===== config.mk =====
export PLATFORM = sky130hd
export DESIGN_NAME = fpga_rst_seq
export DESIGN_NICKNAME = d
export VERILOG_FILES = /design/src/rtl/fpga_rst_seq_pkg.sv /design/src/rtl/fpga_rst_seq_debounce.sv /design/src/rtl/sync.sv /design/src/rtl/fpga_rst_seq.sv
export SDC_FILE = /design/constraint.sdc
export NUM_CORES = 1
export LEC_CHECK = 0
export BUFFER_PORTS_ARGS = -buffer_cell sky130_fd_sc_hd__buf_2
export CAP_MARGIN = 20
export CORE_MARGIN = 3
export CORE_UTILIZATION = 65
export CTS_CLUSTER_SIZE = 12
export DETAILED_ROUTE_END_ITERATION = 10
export PLACE_DENSITY = 0.92
export RECOVER_POWER = 100
export SLEW_MARGIN = 5
export SYNTH_ARGS = -nofsm -noshare
export SYNTH_HDL_FRONTEND = slang
export SYNTH_HIERARCHICAL = 1
export SYNTH_SLANG_ARGS = --single-unit

===== constraint.sdc =====
create_clock -name clk_i -period 4.4 [get_ports clk_i]
set_clock_uncertainty 0.2 [all_clocks]
set_input_delay 0.66 -clock clk_i [delete_from_list [all_inputs] [get_ports clk_i]]
set_output_delay 0.66 -clock clk_i [all_outputs]
set_load 0.01 [all_outputs]

===== src/rtl/fpga_rst_seq_pkg.sv =====
// Shared FPGA target definitions: reset-sequencer state encoding and default timing constants.
package fpga_rst_seq_pkg;

    typedef enum logic [1:0] {
        ST_HOLD      = 2'b00,
        ST_WAIT_DRAM = 2'b01,
        ST_RUN       = 2'b10
    } rst_seq_state_e;

    localparam int unsigned DefDebounceCycles = 50000;
    localparam int unsigned DefHoldCycles     = 1024;
    localparam int unsigned DefCalibTimeout   = 2**24;

endpackage


===== src/rtl/fpga_rst_seq_debounce.sv =====
// Button debouncer: the output level follows the input only after it has differed for
// DebounceCycles consecutive cycles; any return to the current level restarts the count.
module rst_btn_debounce
    import fpga_rst_seq_pkg::*;
#(
    parameter int unsigned DebounceCycles = DefDebounceCycles
) (
    input  logic clk_i,
    input  logic rst_ni,
    input  logic btn_i,
    output logic btn_o
);

    localparam int unsigned CntW = $clog2(DebounceCycles + 1);

    logic [CntW-1:0] cnt_q, cnt_d;
    logic            level_q, level_d;

    always_comb begin
        cnt_d   = '0;
        level_d = level_q;
        if (btn_i != level_q) begin
            if (cnt_q == CntW'(DebounceCycles - 1)) begin
                level_d = btn_i;
            end else begin
                cnt_d = cnt_q + 1'b1;
            end
        end
    end

    always_ff @(posedge clk_i or negedge rst_ni) begin
        if (!rst_ni) begin
            cnt_q   <= '0;
            level_q <= 1'b0;
        end else begin
            cnt_q   <= cnt_d;
            level_q <= level_d;
        end
    end

    assign btn_o = level_q;

endmodule


===== src/rtl/sync.sv =====
// Common-cells style multi-stage synchronizer for a single asynchronous level.
module sync #(
    parameter int unsigned STAGES     = 2,
    parameter logic        ResetValue = 1'b0
) (
    input  logic clk_i,
    input  logic rst_ni,
    input  logic serial_i,
    output logic serial_o
);

    logic [STAGES-1:0] reg_q;

    always_ff @(posedge clk_i or negedge rst_ni) begin
        if (!rst_ni) begin
            reg_q <= {STAGES{ResetValue}};
        end else begin
            reg_q <= {reg_q[STAGES-2:0], serial_i};
        end
    end

    assign serial_o = reg_q[STAGES-1];

endmodule


===== src/rtl/fpga_rst_seq.sv =====
// Board reset sequencer: holds DRAM and SoC in reset, releases DRAM, waits for calibration
// (or timeout), then releases the SoC. Any reset request returns to HOLD.
module fpga_rst_seq
    import fpga_rst_seq_pkg::*;
#(
    parameter int unsigned DebounceCycles = DefDebounceCycles,
    parameter int unsigned HoldCycles     = DefHoldCycles,
    parameter int unsigned CalibTimeout   = DefCalibTimeout
) (
    input  logic       clk_i,
    input  logic       rst_ni,
    input  logic       btn_rst_i,
    input  logic       vio_rst_i,
    input  logic       clk_locked_i,
    input  logic       dram_calib_done_i,
    input  logic       dram_en_i,
    output logic       dram_rst_o,
    output logic       soc_rst_no,
    output logic [1:0] state_o,
    output logic       calib_timeout_o
);

    if (DebounceCycles < 1 || HoldCycles < 1 || CalibTimeout < 1) begin : g_bad_param
        $error("fpga_rst_seq: all cycle parameters must be at least 1");
    end

    localparam int unsigned HoldW = $clog2(HoldCycles + 1);
    localparam int unsigned TmoW  = $clog2(CalibTimeout + 1);

    logic btn_sync, lock_sync, calib_sync, btn_deb, req;

    sync #(.STAGES(2), .ResetValue(1'b0)) u_sync_btn (
        .clk_i(clk_i), .rst_ni(rst_ni), .serial_i(btn_rst_i), .serial_o(btn_sync)
    );
    sync #(.STAGES(2), .ResetValue(1'b0)) u_sync_lock (
        .clk_i(clk_i), .rst_ni(rst_ni), .serial_i(clk_locked_i), .serial_o(lock_sync)
    );
    sync #(.STAGES(2), .ResetValue(1'b0)) u_sync_calib (
        .clk_i(clk_i), .rst_ni(rst_ni), .serial_i(dram_calib_done_i), .serial_o(calib_sync)
    );

    rst_btn_debounce #(.DebounceCycles(DebounceCycles)) u_debounce (
        .clk_i(clk_i), .rst_ni(rst_ni), .btn_i(btn_sync), .btn_o(btn_deb)
    );

    assign req = btn_deb | vio_rst_i | ~lock_sync;

    rst_seq_state_e  state_q;
    logic [HoldW-1:0] hold_cnt_q;
    logic [TmoW-1:0]  tmo_cnt_q;
    logic             dram_rst_q, soc_rst_n_q, timeout_q;

    // Outputs are registered alongside the state so they always reflect state_q.
    always_ff @(posedge clk_i or negedge rst_ni) begin
        if (!rst_ni) begin
            state_q     <= ST_HOLD;
            hold_cnt_q  <= '0;
            tmo_cnt_q   <= '0;
            dram_rst_q  <= 1'b1;
            soc_rst_n_q <= 1'b0;
            timeout_q   <= 1'b0;
        end else if (req) begin
            state_q     <= ST_HOLD;
            hold_cnt_q  <= '0;
            dram_rst_q  <= 1'b1;
            soc_rst_n_q <= 1'b0;
        end else begin
            case (state_q)
                ST_WAIT_DRAM: begin
                    if (calib_sync || !dram_en_i) begin
                        state_q     <= ST_RUN;
                        soc_rst_n_q <= 1'b1;
                    end else if (tmo_cnt_q == TmoW'(CalibTimeout - 1)) begin
                        state_q     <= ST_RUN;
                        soc_rst_n_q <= 1'b1;
                        timeout_q   <= 1'b1;
                    end else begin
                        tmo_cnt_q <= tmo_cnt_q + 1'b1;
                    end
                end
                ST_RUN: begin
                    state_q <= ST_RUN;
                end
                default: begin
                    // Also recovers the unused 2'b11 encoding into HOLD.
                    dram_rst_q  <= 1'b1;
                    soc_rst_n_q <= 1'b0;
                    if (hold_cnt_q == HoldW'(HoldCycles - 1)) begin
                        state_q    <= ST_WAIT_DRAM;
                        tmo_cnt_q  <= '0;
                        dram_rst_q <= 1'b0;
                    end else begin
                        state_q    <= ST_HOLD;
                        hold_cnt_q <= hold_cnt_q + 1'b1;
                    end
                end
            endcase
        end
    end

    assign state_o         = state_q;
    assign dram_rst_o      = dram_rst_q;
    assign soc_rst_no      = soc_rst_n_q;
    assign calib_timeout_o = timeout_q;

endmodule

==> results of run 1 <==
path summary, 6_finish.rpt:
path / endpoint / from / slack (ns)
setup / recovery: tmo_cnt_q[15] / state_o[0] / 1.0
hold / removal: u_sync_lock/reg_q[1] / u_sync_lock/reg_q[0] / 0.15
setup reg to reg: tmo_cnt_q[15] / state_o[0] / 1.0
hold reg to reg: u_sync_lock/reg_q[1] / u_sync_lock/reg_q[0] / 0.15
max in group asynchronous: tmo_cnt_q[18] / rst_ni / 2.32
min in group asynchronous: u_debounce/cnt_q[13] / rst_ni / 0.47
layout make-up:
| cell class | instances | area (sq um) | share of cell area [%] |
|---|---|---|---|
| sequential | 64 | 1600 | 44.4 |
| multi-input combinational | 255 | 1590 | 44.2 |
| clock buffer | 13 | 159 | 4.41 |
| tap | 67 | 83.8 | 2.32 |
| timing repair buffer | 14 | 66.3 | 1.84 |
| clock inverter | 3 | 65.1 | 1.80 |
| inverter | 10 | 37.5 | 1.04 |
worst max-delay path, stage by stage (launching register included):
cell,delay (ns)
dfrtp_1,0.39
inv_1,0.06
ha_1,0.21
or4b_1,0.56
or2_2,0.33
a31oi_1,1.05
o21ai_0,0.27
o22a_1,0.22
cell usage in the layout, fill, tap and decap left out, types with 10 or more instances in the layout:
cell type,Yosys,final
nand2_1,29,31
clkbuf_8,0,11
o21ai_0,9,10
nor3_1,10,10
a31oi_1,19,20
dfrtp_1,63,63
nand3_1,28,28
a21oi_1,12,12
inv_1,10,10
xnor2_1,18,18
nor2_1,36,36
cells in the mapped netlist, drive strengths merged, types with 2 or more instances:
cell type,number
nor4b,2
xor2,4
mux2i,3
clkbuf,7
nor2,39
o21ai,11
nand3b,2
ha,5
a41oi,5
xnor2,18
and3,5
a21oi,12
a31oi,20
dfrtp,63
nand4,8
nand2b,3
nand2,31
nand4b,3
nand3,29
inv,10
nor3,10
or3,2
buf,5
a21boi,4
or2,3
or4,5
nor4,11
o41ai,2
power breakdown:
| part | switching (mW) | total [mW] | leakage [nW] | internal [mW] |
|---|---|---|---|---|
| registers | 0.00539 | 0.599 | 0.853 | 0.594 |
| logic | 0.0207 | 0.0276 | 0.473 | 0.00685 |
| clock network | 0.234 | 0.584 | 0.114 | 0.350 |
| total | 0.261 | 1.21 | 1.44 | 0.951 |
flip-flops by register name, summed over array words and instances, names as in the netlist:
signal,cells
soc_rst_no,1
hold_cnt_q,11
u_sync_calib/reg_q,2
dram_rst_o,1
u_debounce/cnt_q,16
state_o,2
u_debounce/btn_o,1
tmo_cnt_q,25
u_sync_lock/reg_q,2
u_sync_btn/reg_q,2
calib_timeout_o,1
metrics by stage:
| stage | total power, mW | utilization [%] |
|---|---|---|
| after detailed placement | 0.638 | 70.8 |
| after global routing | 1.23 | 74.9 |
| after CTS | 1.21 | 75.5 |
| after global placement | 0.636 | 70.8 |
| after floorplan | 0.620 | - |
| final | 1.21 | 74.9 |
layer usage:
metal / track usage, % / wire [um] / part of all wire, % / up-vias
li1: - / - / - / 1280
met1: 34.3 / 3160 / 42 / 1365
met2: 42.7 / 3650 / 49 / 145
met3: 6.03 / 493 / 6.6 / 29
met4: 12.5 / 215 / 2.9 / 0
met5: 0 / 0 / 0 / -
cells by family (layout without fill, tap and decap cells):
group | Yosys count | in the layout
simple gates | 159 | 159
compound gates | 65 | 65
xor+xnor | 22 | 22
mux | 4 | 4
flops | 64 | 64
buf+inv | 22 | 40
fa+ha+maj | 5 | 5
==> results.md, run 1 <==
* Status: complete, but fails checks
* Violated checks: capacitance limit, slew limit
* Minimum clock period at 3.40 ns
* Number of synthesized flops with an enable pin at 0
* Wire length of the first global-routing pass at around 13000 um
* Die Span Y at 77.5 um
* Post-synth ARST share at between 90% and 100%
* Worst Tran Pin Value at around 1.5 ns
* Period utilization at between 70% and 80%
* Die area at 0.00600 sq mm
* Clk root buf: clkbuf_8
* Starting density of the core at 68.9%
* Pins Over Slew Limit at 30
* Synth Flop Type: dfrtp_1
* Unrepaired setup endpoints after global routing: false
* Cell Area, Synth at between 0.003 and 0.004 sq mm
* Core ar. at ~0.0048 sq mm
* Avg Vias per Cell at between 6 and 7
* DR iter-0 viols at 364
* Startpoint Class: register
* Register bit count reported by yosys at 64
* Row count at 25
* Nets at 366
* Clock buffer depth at 2
* # IOs at 12
* Synthesized instance count at 341
* R2R depth at 7
* CTS tree: done
* Final GP Congestion at around 0.8
* Compound-gate portion of the synthesized area at 13.0%
* Max-Cap Viols at 1
* Synth Area in Adders at under 10%
* # H-tree levels at 3
* Clock Latency Late Sink at roughly 0.35 ns
* Synthesized Nets at approximately 350
* Dpl cell area at 0.00341 sq mm
* Post-synth top area share at a little under half
* Final WS setup at between 0.9 and 1 ns
* WS Path Type: reg -> reg
* Hold WS at about 0.15 ns
* Synth area leader: dfrtp_1
* DRT Pass-1 Iters at 6
* Number of global-route vias before repair at 2774
* Per-cell routed wire length at about 18 um
* Max Freq at 0.294 GHz
* P&R area growth vs syn at 8.63%
* Residual DRC at 0
* DR vias at around 2.8k
* Post-synth cell types at just under 60
* Total negative slack at 0 ns
* Placement Setup Slack at between 1 and 1.5 ns
* Largest family of logic cells by synthesized area: simple AND/OR/NAND/NOR gates
* Die Width at roughly 77 um
* Hold Fails Final Rpt at 0
* Global-route usage over all layers at 26.6%
* Post-synthesis sequential area ratio at 48.3%
* Crit path max fanout at 17
* Synth top area cells: dfrtp_1 (47%), xnor2_1 (4.7%), nand3_1 (4.2%)
* # hold bufs at CTS at 0
* Simple-gate area share of the yosys netlist at approximately a quarter
* Capturing element type of the critical path: register
* Synth warnings at 6
* Worst vdd ir at between 200 and 250 uV
* Mux contribution to synthesized area at under 10%
* Cells after DPL at just over 400
* Initial antenna violation count at 0
* CTS sink cnt at 64
* Clk slew on worst S/H paths at 0.07 ns
* TritonCTS Buffers at 9
* Ratio of cells with drive above 1 in the final layout at a little over a tenth
* PortBufs at 11
* Lkg Pwr at around 1.4 nW
* Pwr/cell area at around 340 mW/mm^2
* Overflow after GRT at 0
* Filler cell count at about 300
* Crit path DAT at around 3.4 ns
* Rel. slew slack at -2.53%
* Post-DP HPWL at 4480 um
* N_diodes at 0
* Post-CTS Resized at 0
* Postcts setup bufs at 0
* Non-filler instance count after layout at between 400 and 500
* Drt total wl at 7510 um
* HP Class: reg -> reg
* Hold path depth at 0
* Req. time, crit path at roughly 4.4 ns
* Design Area, Final at about 0.0036 sq mm
* Syn_area_per_cell at 9.74 sq um
* Final ANT Viol Nets at 0
* Largest net degree at the start of global routing at 37
* Xor/xnor share of the synthesized area at just under 6%
* Final setup viols at 0
Note: power is estimated with default switching activity, not from simulation.
==> run 2, diff against run 1 <==
Settings changed: CORE_UTILIZATION 65 to 61, PLACE_DENSITY 0.92 to 0.88.
Clock period 4.4 ns to 3.2 ns, I/O delays scaled along.
==> results.md, run 2 (synthesized netlist as in run 1, its figures left out) <==
* Largest delay share family, worst path: simple AND/OR/NAND/NOR gates
* Total negative slack at 0 ns (unchanged)
* Max Freq at 0.365 GHz (+24%)
* Die Width at 79.8 um (+3.0%)
* Worst-path cell with the longest stage delay: or4b_1
* Max-Cap Viols at 1 (unchanged)
* Post-DP HPWL at 4460 um (-0.36%)
* Drt total wl at 7090 um (-5.6%)
* Crit path max fanout at 15 (-2)
* Ratio of cells with drive above 1 in the final layout at 12.4% (+1.8 points)
* Biggest register: tmo_cnt_q
* Largest net degree at the start of global routing at 65 (+76%)
* HP Class: in -> reg
* RR Startpoint: state_o[0]
* Hold Fails Final Rpt at 0 (unchanged)
* Reg power frac at 50.3% (+0.8 points)
* Core ar. at 0.00517 sq mm (+7.4%)
* Hold path depth at 1 (+1)
* Combinational share of power at 2.2% (about the same)
* Die area at 0.00636 sq mm (+6.0%)
* WS Path Type: reg -> reg
* Final GP Congestion at 0.846 (+6.0%)
* CTS sink cnt at 64 (unchanged)
* Rel. slew slack at -0.538% (+2.0 points)
* Overflow after GRT at 0 (unchanged)
* Clock buffer depth at 2 (unchanged)
* Clock Latency Late Sink at 0.34 ns (about the same)
* N_diodes at 0 (unchanged)
* Most frequent cells in the layout: dfrtp_1 (63), nor2_1 (36), nand2_1 (30), nand3_1 (28), a31oi_1 (19)
* Final Power at 1.64 mW (+35%)
* DRT Pass-1 Iters at 7 (+1)
* Filler cell count at 348 (+15%)
* Period utilization at 85.6% (+8.2 points)
* Psw at 0.336 mW (+29%)
* Residual DRC at 0 (unchanged)
* Max FFs per register at 25 (unchanged)
* Hold Startpoint: btn_rst_i
* Startpoint Class: register
* Slowest stage delay, CP at 0.57 ns (-0.48 ns)
* Int Power at 1.30 mW (+37%)
* Reg-to-reg endpoint: tmo_cnt_q[12]
* Pwr/cell area at 449 mW/mm^2 (+34%)
* Final setup viols at 0 (unchanged)
* DR vias at 2750 (-2.4%)
* Most common cell after layout, fill and taps aside: dfrtp_1
* Clk slew on worst S/H paths at 0.07 ns (about the same)
* # H-tree levels at 3 (unchanged)
* Clock power frac at 47.5% (-0.7 points)
* Critical path, cell by cell: inv_1 > ha_1 > or4b_1 > nor4_1 > nand2b_1 > nand2_4 > a21boi_0
* Post-CTS Resized at 0 (unchanged)
* WP buf/inv at 1 (unchanged)
* Initial antenna violation count at 0 (unchanged)
* Row count at 26 (+4.0%)
* Crit path DAT at 2.74 ns (-0.70 ns)
* Postcts setup bufs at 0 (unchanged)
* CTS tree: done
* Per-cell routed wire length at 16.4 um (-7.0%)
* Switching Fraction at 20.5% (-1.0 points)
* Unrepaired setup endpoints after global routing: false
* Worst vdd ir at 339 uV (+44%)
* PortBufs at 11 (unchanged)
* Avg Vias per Cell at 6.37 (-3.8%)
* Capturing element type of the critical path: register
* Pins Over Slew Limit at 65 (+120%)
* Nets at 370 (+1.1%)
* Worst Tran Pin Value at 1.51 ns (-0.0298 ns)
* P&R area growth vs syn at 9.91%
* Reg2reg setup slack at 0.46 ns (-0.53 ns)
* Wire length of the first global-routing pass at 12200 um (-4.3%)
* Die Span Y at 79.8 um (+3.0%)
* Hold EP: u_sync_btn/reg_q[0]
* Largest regs: tmo_cnt_q x25, u_debounce/cnt_q x16, hold_cnt_q x11
* # hold bufs at CTS at 0 (unchanged)
* TritonCTS Buffers at 9 (unchanged)
* Lkg Pwr at 1.46 nW (+1.6%)
* Starting density of the core at 64.2% (-4.7 points)
* Clk root buf: clkbuf_8
* Violated checks: capacitance limit, slew limit
* R2R depth at 7 (unchanged)
* Minimum clock period at 2.74 ns (-0.666 ns)
* # IOs at 12 (unchanged)
* DR iter-0 viols at 261 (-28%)
* Req. time, crit path at 3.20 ns (-1.24 ns)
* Status: complete, but fails checks
* Final ANT Viol Nets at 0 (unchanged)
* Global-route usage over all layers at 24.8% (-1.7 points)
* Number of global-route vias before repair at 2679 (-3.4%)
-- run 2: worst register-to-register path: stages, from the launching register on --
cell and delay [ns]:
dfrtp_1 0.40, inv_1 0.08, ha_1 0.22, or4b_1 0.57
nor4_1 0.46, nand2b_1 0.29, nand2_4 0.26, a21boi_0 0.13
-- run 2: final cells by class --
type                       instances  area [sq um]  share of cell area (%)
clock buffer                      12           155                    4.25
clock inverter                     3          65.1                    1.78
inverter                          10          37.5                    1.03
multi-input combinational        255          1610                    44.0
sequential                        64          1600                    43.9
tap                               70          87.6                    2.40
timing repair buffer              18          95.1                    2.61
-- run 2: through the flow --
stage | instances | area (sq um) | hold slack [ns] | worst slack (ns) | util, %
4_1_cts | 432 | 3670 | 0.0355 | 0.462 | 71.0
2_1_floorplan | 341 | 3320 | -0.0156 | 0.649 | -
3_3_place_gp | 417 | 3450 | 0.134 | 0.638 | 66.7
5_1_grt | 432 | 3650 | 0.0256 | 0.314 | 70.6
6_report | 432 | 3650 | 0.0437 | 0.461 | 70.6
3_5_place_dp | 417 | 3450 | 0.138 | 0.504 | 66.7
-- run 2: layer usage --
metal,GRT usage (%),part of all wire [%]
met1,31.2,43
met2,40.6,51
met4,10.6,1.2
met3,6.77,5.4
met5,0,0
-- run 2: how the worst max path moves through the flow --
stage | cells after the start | slack, ns | startpoint | to
2_1_floorplan | 8 | 0.65 | state_o[0] | tmo_cnt_q[18]
4_1_cts | 7 | 0.46 | state_o[0] | tmo_cnt_q[12]
3_5_place_dp | 7 | 0.50 | state_o[0] | tmo_cnt_q[12]
6_report | 7 | 0.46 | state_o[0] | tmo_cnt_q[12]
5_1_grt | 7 | 0.31 | state_o[0] | tmo_cnt_q[12]
3_3_place_gp | 7 | 0.64 | state_o[0] | tmo_cnt_q[10]
-- run 2: power groups by stage --
stage                     clock [mW]  combinational (mW)  sequential (mW)
after floorplan                    0              0.0154            0.837
final                          0.778              0.0360            0.824
after CTS                      0.784              0.0377            0.824
after detailed placement           0              0.0378            0.838
after global placement             0              0.0367            0.838
after global routing           0.822              0.0414            0.824
==> run 3, diff against run 2 <==
Settings changed: CORE_ASPECT_RATIO set to 0.7.
==> results.md, run 3 (synthesized netlist as in run 1, its figures left out) <==
* Most frequent cells in the layout: dfrtp_1 (63), nor2_1 (36), nand2_1 (30), nand3_1 (28), a31oi_1 (20)
* Filler cell count at 356 (+2.3%)
* PortBufs at 11 (unchanged)
* Largest regs: tmo_cnt_q x25, u_debounce/cnt_q x16, hold_cnt_q x11
* Row count at 21 (-19%)
* Final Power at 1.63 mW (-0.65%)
* Status: finished clean
* R2R depth at 8 (+1)
* Max-Cap Viols at 0 (-1)
* Clk root buf: clkbuf_8
* Final GP Congestion at 0.901 (+6.6%)
* Dpl cell area at 0.00346 sq mm (+0.18%)
* Lkg Pwr at 1.46 nW (-0.32%)
* Most common cell after layout, fill and taps aside: dfrtp_1
* Wire length of the first global-routing pass at 12900 um (+5.7%)
* Multi-input gate area at 0.00160 sq mm (-0.39%)
* Die Width at 94.2 um (+18%)
* HP Class: in -> reg
* Avg Vias per Cell at 6.38 (+0.15%)
* # IOs at 12 (unchanged)
* Residual DRC at 0 (unchanged)
* # H-tree levels at 3 (unchanged)
* Ratio of cells with drive above 1 in the final layout at 12.1% (-0.38 points)
* Clock buffer depth at 2 (unchanged)
* GR Util met2 at 42.2% (+1.7 points)
* Final ANT Viol Nets at 0 (unchanged)
* DR vias at 2767 (+0.62%)
* Rel. slew slack at 8.29% (+8.8 points)
* Clk slew on worst S/H paths at 0.07 ns (about the same)
* Capturing element type of the critical path: register
* Nets at 372 (+0.54%)
* CTS tree: done
* Clock Latency Late Sink at 0.34 ns (about the same)
* Startpoint Class: register
* Number of global-route vias before repair at 2678 (-0.037%)
* Overflow after GRT at 0 (unchanged)
* Worst Tran Pin Value at 1.38 ns (-0.132 ns)
* Design Area, Final at 0.00366 sq mm (+0.17%)
* Reg-to-reg endpoint: tmo_cnt_q[11]
* Crit path max fanout at 11 (-4)
* Per-cell routed wire length at 17.0 um (+3.7%)
* Reg area at 0.00160 sq mm (unchanged)
* RR Startpoint: state_o[0]
* P&R area growth vs syn at 10.1%
* Pins Over Slew Limit at 0 (-100%)
* Req. time, crit path at 3.25 ns (+0.05 ns)
* Global-route usage over all layers at 26.7% (+1.9 points)
* Initial antenna violation count at 0 (unchanged)
* Max Freq at 0.339 GHz (-7.1%)
* Crit path DAT at 3.00 ns (+0.26 ns)
* Drt total wl at 7380 um (+4.1%)
* DR iter-0 viols at 283 (+8.4%)
* Total negative slack at 0 ns (unchanged)
* Max FFs per register at 25 (unchanged)
* Pwr/cell area at 445 mW/mm^2 (-0.82%)
* Unrepaired setup endpoints after global routing: false
* TritonCTS Buffers at 9 (unchanged)
* Hold EP: u_sync_btn/reg_q[0]
* Global route hottest layer: met2
* Largest net degree at the start of global routing at 28 (-57%)
* Period utilization at 92.1% (+6.6 points)
* Core ar. at 0.00502 sq mm (-3.0%)
* Reg2reg setup slack at 0.25 ns (-0.21 ns)
* Post-DP HPWL at 5040 um (+13%)
* M3 GR Usage at 7.35% (+0.58 points)
* Biggest register: tmo_cnt_q
* Worst vdd ir at 322 uV (-4.8%)
* Final core occ at 72.8% (+2.3 points)
* GR Util met1 at 35.6% (+4.5 points)
* WS Path Type: reg -> reg
* CTS sink cnt at 64 (unchanged)
* Starting density of the core at 66.2% (+2.0 points)
* Hold Startpoint: btn_rst_i
* Final setup viols at 0 (unchanged)
* N_diodes at 0 (unchanged)
* Hold path depth at 1 (unchanged)
* Minimum clock period at 2.95 ns (+0.210 ns)
* DRT Pass-1 Iters at 5 (-2)
* Die area at 0.00638 sq mm (+0.22%)
* Die Span Y at 67.7 um (-15%)
* Hold Fails Final Rpt at 0 (unchanged)
-- run 3: cell count changes in the layout (fill, tap and decap cells not counted) --
cell           previous run  this run
clkbuf_1                  7         9
clkinvlp_4                0         2
a31oi_1                  19        20
a31oi_2                   1         0
buf_2                     6         5
clkbuf_8                 11        10
dlygate4sd3_1             0         1
o21ai_0                  10         9
o21ai_1                   0         1
-- run 3: worst max path at each step --
stage | from | endpoint | slack (ns) | cells past startpoint
finish | state_o[0] | tmo_cnt_q[11] | 0.25 | 8
global route | state_o[0] | tmo_cnt_q[8] | 0.09 | 8
CTS | state_o[0] | tmo_cnt_q[12] | 0.31 | 7
detailed placement | state_o[0] | tmo_cnt_q[12] | 0.32 | 7
global placement | state_o[0] | tmo_cnt_q[9] | 0.50 | 7
floorplan | state_o[0] | tmo_cnt_q[18] | 0.65 | 8
-- run 3: timing repair --
action,in CTS,in global routing
hold buffers,1,0
setup buffers,0,0
gates resized for setup,0,0
hold endpoints to repair,23,0
-- run 3: per-stage QoR --
| stage | setup slack, ns | cells | hold slack (ns) |
|---|---|---|---|
| 2_1_floorplan | 0.649 | 341 | -0.0156 |
| 3_3_place_gp | 0.505 | 417 | 0.133 |
| 3_5_place_dp | 0.317 | 417 | 0.137 |
| 4_1_cts | 0.310 | 434 | 0.0267 |
| 5_1_grt | 0.0903 | 434 | 0.0178 |
| 6_report | 0.251 | 434 | 0.0434 |
-- run 3: layout make-up --
class,instances,share of cell area [%]
multi-input combinational,255,43.8
timing repair buffer,20,2.94
inverter,10,1.03
clock buffer,11,3.87
sequential,64,43.8
tap,69,2.36
clock inverter,5,2.19
-- run 3: report_power, final --
part	leakage [nW]	internal, mW	switching (mW)
combinational	0.499	0.0102	0.0292
sequential	0.853	0.817	0.00685
clock	0.106	0.458	0.306
total	1.46	1.29	0.342
-- run 3: worst max-delay path, cell delays in order, from the launching register on --
cell	delay [ns]
dfrtp_1	0.41
inv_1	0.06
ha_1	0.20
or4b_1	0.57
or2_2	0.34
a31oi_1	0.47
buf_4	0.29
a41oi_1	0.13
a31oi_1	0.18
-- run 3: per-layer routing --
metal | share of wire, % | vias to the layer above
met5 | 0 | -
met4 | 1.3 | 0
met3 | 6.7 | 12
met2 | 48 | 112
met1 | 44 | 1349
li1 | - | 1294
